### config.mk
export PLATFORM = sky130hd
export DESIGN_NAME = seg7_scan_driver
export DESIGN_NICKNAME = d
export VERILOG_FILES = /design/src/rtl/seg7_pkg.sv /design/src/rtl/seg7_hex_encode.sv /design/src/rtl/seg7_scan_driver.sv
export SDC_FILE = /design/constraint.sdc
export NUM_CORES = 1
export LEC_CHECK = 0
export BUFFER_PORTS_ARGS = -buffer_cell sky130_fd_sc_hd__buf_2
export CORE_MARGIN = 2
export CORE_UTILIZATION = 58
export CTS_CLUSTER_DIAMETER = 40
export DETAILED_ROUTE_END_ITERATION = 8
export GPL_ROUTABILITY_DRIVEN = 0
export PLACE_DENSITY = 0.79
export SLEW_MARGIN = 10
export SYNTH_ARGS = -nofsm -noshare
export SYNTH_HDL_FRONTEND = slang
export SYNTH_SLANG_ARGS = --single-unit
### constraint.sdc
create_clock -name i_Clk -period 4.75 [get_ports i_Clk]
set_clock_uncertainty 0.2 [all_clocks]
set_input_delay 1.425 -clock i_Clk [delete_from_list [all_inputs] [get_ports i_Clk]]
set_output_delay 1.425 -clock i_Clk [all_outputs]
set_load 0.005 [all_outputs]
### src/rtl/seg7_pkg.sv
// Shared constants for the seven-segment scan driver.
// Hex glyph table (ABCDEFG, active-high) and scan FSM states.
package seg7_pkg;

    typedef enum logic {
        ST_GAP   = 1'b0,
        ST_DRIVE = 1'b1
    } state_t;

    localparam logic [6:0] HEX_SEG [16] = '{
        7'b1111110, 7'b0110000, 7'b1101101, 7'b1111001,
        7'b0110011, 7'b1011011, 7'b1011111, 7'b1110000,
        7'b1111111, 7'b1111011, 7'b1110111, 7'b0011111,
        7'b1001110, 7'b0111101, 7'b1001111, 7'b1000111
    };

endpackage

### src/rtl/seg7_hex_encode.sv
// Hex nibble to active-high ABCDEFG glyph.
// Purely combinational; polarity is handled by the caller.
module seg7_hex_encode
    import seg7_pkg::*;
(
    input  logic [3:0] nibble,
    output logic [6:0] seg
);

    assign seg = HEX_SEG[nibble];

endmodule

### src/rtl/seg7_scan_driver.sv
// Multiplexed seven-segment scan driver with anti-ghost gap,
// frame-synchronous double buffering and leading-zero blanking.
module seg7_scan_driver
    import seg7_pkg::*;
#(
    parameter int NUM_DIGITS     = 4,
    parameter int CLKS_PER_DIGIT = 25000,
    parameter int GAP_CLKS       = 2,
    parameter bit ACTIVE_LOW     = 1'b1
) (
    input  logic                    i_Clk,
    input  logic                    i_Rst_L,
    input  logic [4*NUM_DIGITS-1:0] i_Data,
    input  logic [NUM_DIGITS-1:0]   i_Dp,
    input  logic                    i_Load,
    input  logic                    i_Lz_Blank,
    output logic [6:0]              o_Segments,
    output logic                    o_Dp,
    output logic [NUM_DIGITS-1:0]   o_Digit_En,
    output logic                    o_Frame_Done
);

    localparam int MAXC = (CLKS_PER_DIGIT > GAP_CLKS) ? CLKS_PER_DIGIT : GAP_CLKS;
    localparam int CW   = (MAXC > 1) ? $clog2(MAXC) : 1;
    localparam int IW   = $clog2(NUM_DIGITS);
    localparam int DW   = 4 * NUM_DIGITS;

    localparam logic [CW-1:0] GAP_LAST = CW'((GAP_CLKS > 0) ? GAP_CLKS - 1 : 0);
    localparam logic [CW-1:0] CNT_LAST = CW'(CLKS_PER_DIGIT - 1);
    localparam logic [IW-1:0] IDX_LAST = IW'(NUM_DIGITS - 1);
    localparam logic [6:0]    UNLIT    = {7{ACTIVE_LOW}};
    localparam logic [NUM_DIGITS-1:0] EN_ONE = NUM_DIGITS'(1);
    localparam state_t        RST_ST   = (GAP_CLKS == 0) ? ST_DRIVE : ST_GAP;

    state_t                st, nxt_st;
    logic [IW-1:0]         idx, nxt_idx;
    logic [CW-1:0]         cnt, nxt_cnt;
    logic                  wrap;
    logic                  pend;
    logic [DW-1:0]         hold, shadow, nxt_sh;
    logic [NUM_DIGITS-1:0] hold_dp, shadow_dp, nxt_sdp;
    logic [IW-1:0]         hi;
    logic                  blank;
    logic [3:0]            nib;
    logic [6:0]            seg_hi, seg_on;
    logic                  dp_on;
    logic                  fd_nxt;

    logic [6:0]            seg_q;
    logic                  dp_q;
    logic [NUM_DIGITS-1:0] en_q;
    logic                  fd_q;

    // Slot sequencing: GAP then DRIVE per digit, wrap after the last digit
    always_comb begin
        nxt_st  = st;
        nxt_idx = idx;
        nxt_cnt = cnt;
        wrap    = 1'b0;
        unique case (st)
            ST_GAP: begin
                if (cnt == GAP_LAST) begin
                    nxt_st  = ST_DRIVE;
                    nxt_cnt = '0;
                end else begin
                    nxt_cnt = cnt + CW'(1);
                end
            end
            ST_DRIVE: begin
                if (cnt == CNT_LAST) begin
                    nxt_cnt = '0;
                    nxt_st  = (GAP_CLKS == 0) ? ST_DRIVE : ST_GAP;
                    if (idx == IDX_LAST) begin
                        nxt_idx = '0;
                        wrap    = 1'b1;
                    end else begin
                        nxt_idx = idx + IW'(1);
                    end
                end else begin
                    nxt_cnt = cnt + CW'(1);
                end
            end
            default: ;
        endcase
    end

    assign nxt_sh  = (wrap && pend) ? hold : shadow;
    assign nxt_sdp = (wrap && pend) ? hold_dp : shadow_dp;

    // Highest non-zero digit of the value about to be shown
    always_comb begin
        hi = '0;
        for (int k = 0; k < NUM_DIGITS; k++) begin
            if (nxt_sh[4*k +: 4] != 4'h0) hi = IW'(k);
        end
    end

    assign blank  = i_Lz_Blank && (nxt_idx > hi);
    assign nib    = nxt_sh[{nxt_idx, 2'b00} +: 4];
    assign seg_on = blank ? 7'b0 : seg_hi;
    assign dp_on  = blank ? 1'b0 : nxt_sdp[nxt_idx];
    assign fd_nxt = (nxt_st == ST_DRIVE) && (nxt_idx == IDX_LAST) && (nxt_cnt == CNT_LAST);

    seg7_hex_encode u_enc (
        .nibble (nib),
        .seg    (seg_hi)
    );

    // Scan state plus holding/shadow buffers; a load on the wrap edge waits a frame
    always_ff @(posedge i_Clk or negedge i_Rst_L) begin
        if (!i_Rst_L) begin
            st        <= RST_ST;
            idx       <= '0;
            cnt       <= '0;
            pend      <= 1'b0;
            hold      <= '0;
            hold_dp   <= '0;
            shadow    <= '0;
            shadow_dp <= '0;
        end else begin
            st        <= nxt_st;
            idx       <= nxt_idx;
            cnt       <= nxt_cnt;
            shadow    <= nxt_sh;
            shadow_dp <= nxt_sdp;
            if (wrap && pend) pend <= 1'b0;
            if (i_Load) begin
                hold    <= i_Data;
                hold_dp <= i_Dp;
                pend    <= 1'b1;
            end
        end
    end

    // Outputs registered from next-state so they line up with the current slot
    always_ff @(posedge i_Clk or negedge i_Rst_L) begin
        if (!i_Rst_L) begin
            seg_q <= UNLIT;
            dp_q  <= ACTIVE_LOW;
            en_q  <= '0;
            fd_q  <= 1'b0;
        end else begin
            fd_q <= fd_nxt;
            if (nxt_st == ST_DRIVE) begin
                en_q  <= EN_ONE << nxt_idx;
                seg_q <= seg_on ^ UNLIT;
                dp_q  <= dp_on ^ ACTIVE_LOW;
            end else begin
                en_q  <= '0;
                seg_q <= UNLIT;
                dp_q  <= ACTIVE_LOW;
            end
        end
    end

    assign o_Segments   = seg_q;
    assign o_Dp         = dp_q;
    assign o_Digit_En   = en_q;
    assign o_Frame_Done = fd_q;

endmodule

=== Yosys cells after proc, flatten, opt, wreduce, memory -nomap -nowiden ===
Memories as Yosys holds them, arrays and structs flattened.
Index checks and enable logic that the tools add are counted.

* Output and inout port bits: 13
* Memories: 1
* Register bits after elaboration: 72
* Word-level logic and storage cells: 65
* Input port bits: 24
* Bits in read-only memories: 112

* Reductions and logical operators: 8
* Bitwise logic cells: 4
* $lt $le $gt $ge: 3
* Add/sub/neg operators: 2
* Shifts and indexed selects: 2
* Equal/unequal tests: 5
* Muxes and demuxes: 28

{| class="wikitable"
|+ Memory list
! memory !! depth !! width !! read ports !! clocked after Yosys merged registers in !! write ports !! line !! RTL
|-
| (name not given) || 16 || 7 || 1 || 0 || 0 || seg7_hex_encode.sv:10 || <nowiki>assign seg = HEX_SEG[nibble];</nowiki>
|}

{| class="wikitable"
|+ Operators with widths
! kind !! number
|-
| equality test 15 bit, second input constant || 2
|-
| 2-to-1 mux 15 bit || 2
|-
| case mux 15 bit (2 select lines) || 1
|-
| 2-to-1 mux 7 bit || 4
|-
| 2-to-1 mux 16 bit || 1
|-
| indexed part select 16 x 5 -> 4 bit || 1
|-
| adder 15 x 1 -> 15 bit, second input constant || 1
|-
| equality test 15 x 1 -> 1 bit, second input constant || 1
|-
| nonzero test 4 bit || 3
|-
| 2-to-1 mux 1 bit || 11
|-
| 2-to-1 mux 2 bit || 5
|-
| 2-to-1 mux 4 bit || 2
|-
| NOT 7 bit || 1
|-
| greater-or-equal comparator 5 bit, second input constant || 1
|-
| NOT 4 -> 5 bit || 1
|-
| equality test 2 bit, second input constant || 2
|-
| logical AND 1 bit || 4
|-
| left shift 1 x 2 -> 4 bit, first input constant || 1
|-
| less-than comparator 2 x 3 -> 1 bit, second input constant || 1
|-
| adder 2 x 1 -> 2 bit, second input constant || 1
|-
| binary-select mux 1 bit (select 2 bit) || 1
|-
| > comparator 2 bit || 1
|-
| NOT 1 bit || 2
|-
| case mux 1 bit (2 select lines) || 1
|-
| nonzero test 2 bit || 1
|}

=== Depth between registers and ports, before layout ===
* Depth after elaboration: 15
* Gate-level depth with buffers: 15
* Gate-level depth less buffers: 14

=== Modules after synthesis ===
Synthesis repeated with hierarchy kept, for this count alone.

* Cell total of the unflattened synthesis: 290
* Area total of the unflattened synthesis: 3513.4 sq um

{| class="wikitable"
|+ By module, submodules not included
! module !! cells each !! instances !! area an instance (sq um)
|-
| seg7_scan_driver || 257 || 1 || 3225.6
|-
| seg7_hex_encode || 33 || 1 || 287.8
|}

=== Least setup slack after synthesis ===
No wires, ideal clock.

* Path type: register -> register
* Start point: register cnt[9]
* End point: register seg_q[0] (netlist: o_Segments[0])
* Path buffers: 2
* Cell stages (with the launch flop): 15
* Data arrival time: 3638 ps
* Clock period less this slack: 3938 ps
* Setup time: 100 ps
* Path slack: 812 ps
* Data required time: 4450 ps
* Cell sequence: dfrtp_1 -> or4_4 -> or4_4 -> buf_6 -> nor2_8 -> buf_12 -> mux2i_1 -> inv_1 -> or4_1 -> o21bai_1 -> ha_1 -> nand2_1 -> nand2_1 -> o21a_1 -> o221ai_1

* Elaborated cells between the ends (all ways): 27

{| class="wikitable"
|+ RTL lines
! element !! line !! RTL
|-
| from (decl) || seg7_scan_driver.sv:37 || <nowiki>logic [CW-1:0] cnt, nxt_cnt;</nowiki>
|-
| from (signal assigned) || seg7_scan_driver.sv:123 || <nowiki>cnt <= nxt_cnt;</nowiki>
|-
| equality test 15 bit (*) || seg7_scan_driver.sv:70 || <nowiki>if (cnt == CNT_LAST) begin</nowiki>
|-
| 2-to-1 mux 1 bit (*) || seg7_scan_driver.sv:70 ||
|-
| 2-to-1 mux 1 bit (*) || seg7_scan_driver.sv:60 || <nowiki>unique case (st)</nowiki>
|-
| logical AND 1 bit (*) || seg7_scan_driver.sv:87 || <nowiki>assign nxt_sh = (wrap && pend) ? hold : shadow;</nowiki>
|-
| 2-to-1 mux 16 bit (*) || seg7_scan_driver.sv:87 ||
|-
| named net nxt_sh[12] || seg7_scan_driver.sv:40 || <nowiki>logic [DW-1:0] hold, shadow, nxt_sh;</nowiki>
|-
| indexed part select 16 x 5 -> 4 bit || seg7_scan_driver.sv:99 || <nowiki>assign nib = nxt_sh[{nxt_idx, 2'b00} +: 4];</nowiki>
|-
| NOT 4 -> 5 bit (implied by the code) || seg7_hex_encode.sv:10 ||
|-
| memory read (16 x 7 bit) || n/a ||
|-
| 2-to-1 mux 7 bit (implied by the code) (2 in a row) || seg7_hex_encode.sv:10 ||
|-
| 2-to-1 mux 7 bit (*) || seg7_scan_driver.sv:100 || <nowiki>assign seg_on = blank ? 7'b0 : seg_hi;</nowiki>
|-
| NOT 7 bit (no line) (*) || n/a ||
|-
| 2-to-1 mux 7 bit (*) || seg7_scan_driver.sv:144 || <nowiki>if (nxt_st == ST_DRIVE) begin</nowiki>
|-
| to (signal assigned) || seg7_scan_driver.sv:146 || <nowiki>seg_q <= seg_on ^ UNLIT;</nowiki>
|-
| to (decl) || seg7_scan_driver.sv:49 || <nowiki>logic [6:0] seg_q;</nowiki>
|}

The timed path passes the listed nets; every way through them passes the cells marked *. The select of a mux whose other input is x is not followed.
A chain may end at the register's enable or synchronous reset.

=== Worst setup path in the final report ===
* Start point: register cnt[11]
* End point: register seg_q[0] (netlist: o_Segments[0])

The elaborated chain is that of the path after synthesis.

==> flow_summary.yaml <==
grt:
  grt_max_degree: 46
  antenna_found_initial: 0
  grt_pass1_vias: 2339
  grt_usage_pct: 22.6
  grt_overflow: 0
  grt_pass1_wl_um: 11200
floorplan:
  core-area_um2: 5820
  io_pins: 37
  dieArea_um2: 6560
  die_y_um: 81.0
  dieWidth_um: 81.0
  initial_core_util_pct: 59.1
  rows: 28
clock_tree:
  postCtsHoldBufs: 0
  clk_path_buf_depth: 2
  cts_num_sinks: 72
  htree_levels: 3
  cts_inserted_buffers: 9
  post_cts_resized: 0
  clk_latency_ns: 0.33
  cts_tree: "yes"
  clock_tree.root_cell: "clkbuf_8"
  post_cts_buffers: 0
  clkSlewWorstSetupHoldPaths_ns: 0.07
power_and_ir_drop:
  ir_worst_vdd_uv: 187
  power_density_nw_per_um2: 289
  p_leak_nw: 1.92
  power.total_mw: 1.11
synth:
  synth-main-ff-cell: "dfrtp_1"
  netlist_area_um2: 3440
  ys_warn_count: 0
  synth-seq-area-share_pct: 52.7
  syn_nets: 328
  synth_edf_count: 0
  async_flop_share_pct: 100
  avgSynthCellArea_um2: 11.7
  synth_xor_area_share_pct: 3.57
  synth.mux.area_fraction_pct: 13.3
  synth_cells: 293
  synth.distinct_cells: 49
  ys_ff_latch: 72
  synth_adder_area_share_pct: 4.00
  synth_top_family_by_area: "simple AND/OR/NAND/NOR gates"
  synth-simple-area-share_pct: 15.9
  synth_compound_area_share_pct: 6.44
timing:
  setup_violations: 0
  worst-slew-pin-transition_ns: 0.977
  holdWs_ns: 0.293
  period_needed_ns: 4.17
  finalHoldViolCount: 0
  rsz0062_at_grt: "no"
  maxSlewHeadroom_pct: 34.9
  maxSlewViolCount: 0
  fin_tns_setup_ns: 0
  fin_ws_ns: 0.580
  finalCritPeriodShare_pct: 87.8
  max_freq_mhz: 240
setup_path:
  cp-start-kind: "register"
  max_stage_delay_ns: 0.64
  cp_max_fo: 12
  criticalPathCategory: "reg2reg"
  path_cells: "or4_4 > or4_4 > nor2_8 > mux2i_1 > inv_1 > or4_1 > o21bai_1 > ha_1 > nand2_1 > nand2_1 > o21a_1 > o221ai_1"
  critPathSlowestCell: "or4_4"
  cp.arrival_ns: 4.21
  endpoint_kind: "register"
  required_ns: 4.79
route:
  via_per_inst: 5.62
  drc_errors: 0
  dr.pass1.iters: 4
  drtIter0Drc: 132
  routed_wl_um: 6470
  ant_nets: 0
  via_count: 2327
  wl_per_cell_um: 15.6
place:
  port_buffers: 36
  dpl-instance-area_um2: 3670
  hpwl_um: 4760
  pre_cts_slack_ns: 0.561
  dp.cells: 399
layout:
  antenna_cells: 0
  syn2layout_area_growth_pct: 11.5
  drive_above_1_share_pct: 30.4
  fill_cells: 455
  fin_area_um2: 3830
  nets: 370
  postLayoutCoreUtil_pct: 65.9
  finalNonFillerCells: 414
flow_run:
  max-cap-violations: 0
worst_hold_path:
  min_path_type: "reg2reg"
status:
  outcome: "finished clean"
[flip-flops by register name, indices dropped and copies added (netlist names)]
name	cells
o_Segments	7
o_Frame_Done	1
cnt	15
hold_dp	4
o_Dp	1
shadow	16
pend	1
hold	16
o_Digit_En	4
shadow_dp	4
st	1
idx	2
[layout make-up]
cell class / instances / area [um^2] / area share (%)
clock buffer: 15 / 166 / 4.34
inverter: 15 / 56.3 / 1.47
multi-input combinational: 196 / 1490 / 38.8
sequential: 72 / 1810 / 47.3
tap: 75 / 93.8 / 2.45
timing repair buffer: 41 / 218 / 5.68
[critical path: cells and delay by family (launching register included)]
kind | cells | cell delay, ns
simple gates | 6 | 2.07
fa+ha+maj | 1 | 0.28
mux | 1 | 0.36
buf+inv | 1 | 0.09
compound gates | 3 | 0.66
flops | 1 | 0.42
[cell families after synthesis]
group                    Yosys count
AO/OA/AOI/OAI                     27
XOR/XNOR                          14
adder cells (fa/ha/maj)           11
buffers and inverters             25
flip-flops                        72
multiplexers                      41
AND/OR/NAND/NOR                  103
[Yosys cell counts, types with 2 or more instances]
cell type | n | area [um^2]
nor2_1 | 25 | 93.8
buf_6 | 3 | 33.8
nor4b_1 | 2 | 17.5
o221ai_1 | 5 | 43.8
or4_1 | 2 | 15.0
mux2_4 | 2 | 30.0
xor2_1 | 8 | 70.1
ha_1 | 11 | 138
mux2_2 | 27 | 304
nor3_1 | 2 | 10.0
inv_1 | 13 | 48.8
nand4_1 | 12 | 75.1
clkbuf_1 | 3 | 11.3
a21o_1 | 2 | 15.0
and3_1 | 2 | 12.5
nand3_1 | 16 | 80.1
xnor2_1 | 6 | 52.6
buf_4 | 2 | 15.0
or4_4 | 2 | 22.5
or3_1 | 2 | 12.5
o21ai_0 | 7 | 35.0
mux2i_1 | 11 | 110
dfstp_2 | 8 | 210
a21oi_1 | 3 | 15.0
inv_2 | 2 | 7.51
nor4_1 | 3 | 18.8
nand2_1 | 27 | 101
dfrtp_1 | 64 | 1600
[path summary, 6_finish.rpt]
path | slack [ns] | cells past startpoint | end | start
max | 0.58 | 12 | o_Segments[0] | cnt[11]
min | 0.29 | 1 | cnt[6] | cnt[6]
max reg2reg | 0.58 | 12 | o_Segments[0] | cnt[11]
min reg2reg | 0.29 | 1 | cnt[6] | cnt[6]
max in group asynchronous | 2.47 | 2 | hold[10] | i_Rst_L
min in group asynchronous | 1.04 | 1 | hold_dp[1] | i_Rst_L
[per-layer routing]
metal	vias to the layer above	wire length, um	track usage, %	part of all wire [%]
li1	1119	-	-	-
met1	1144	2870	29.1	44
met2	54	3270	36.4	51
met3	10	235	6.22	3.6
met4	0	93	9.15	1.4
met5	-	0	0	0
[cell usage in the layout (no fill, tap or decap), types with 3 or more instances in the layout]
| master | Yosys | layout |
|---|---|---|
| nand3_1 | 16 | 16 |
| dfrtp_1 | 64 | 64 |
| nand4_1 | 12 | 12 |
| mux2i_1 | 11 | 11 |
| clkbuf_8 | 0 | 11 |
| a21oi_1 | 3 | 3 |
| o21ai_0 | 7 | 7 |
| mux2_2 | 27 | 27 |
| nor4_1 | 3 | 3 |
| nand2_1 | 27 | 27 |
| clkbuf_1 | 3 | 4 |
| ha_1 | 11 | 11 |
| dfstp_2 | 8 | 8 |
| o221ai_1 | 5 | 5 |
| inv_1 | 13 | 13 |
| nor2_1 | 25 | 25 |
| buf_4 | 2 | 5 |
| buf_2 | 0 | 36 |
| xor2_1 | 8 | 8 |
| xnor2_1 | 6 | 6 |
[power breakdown]
group          total (mW)  leakage, nW  switching, mW  internal (mW)
Combinational      0.0439        0.943         0.0210         0.0229
Clock               0.424       0.0838          0.207          0.217
Sequential          0.640        0.893        0.00954          0.630
No activity file was read; power rests on OpenSTA's default activity.
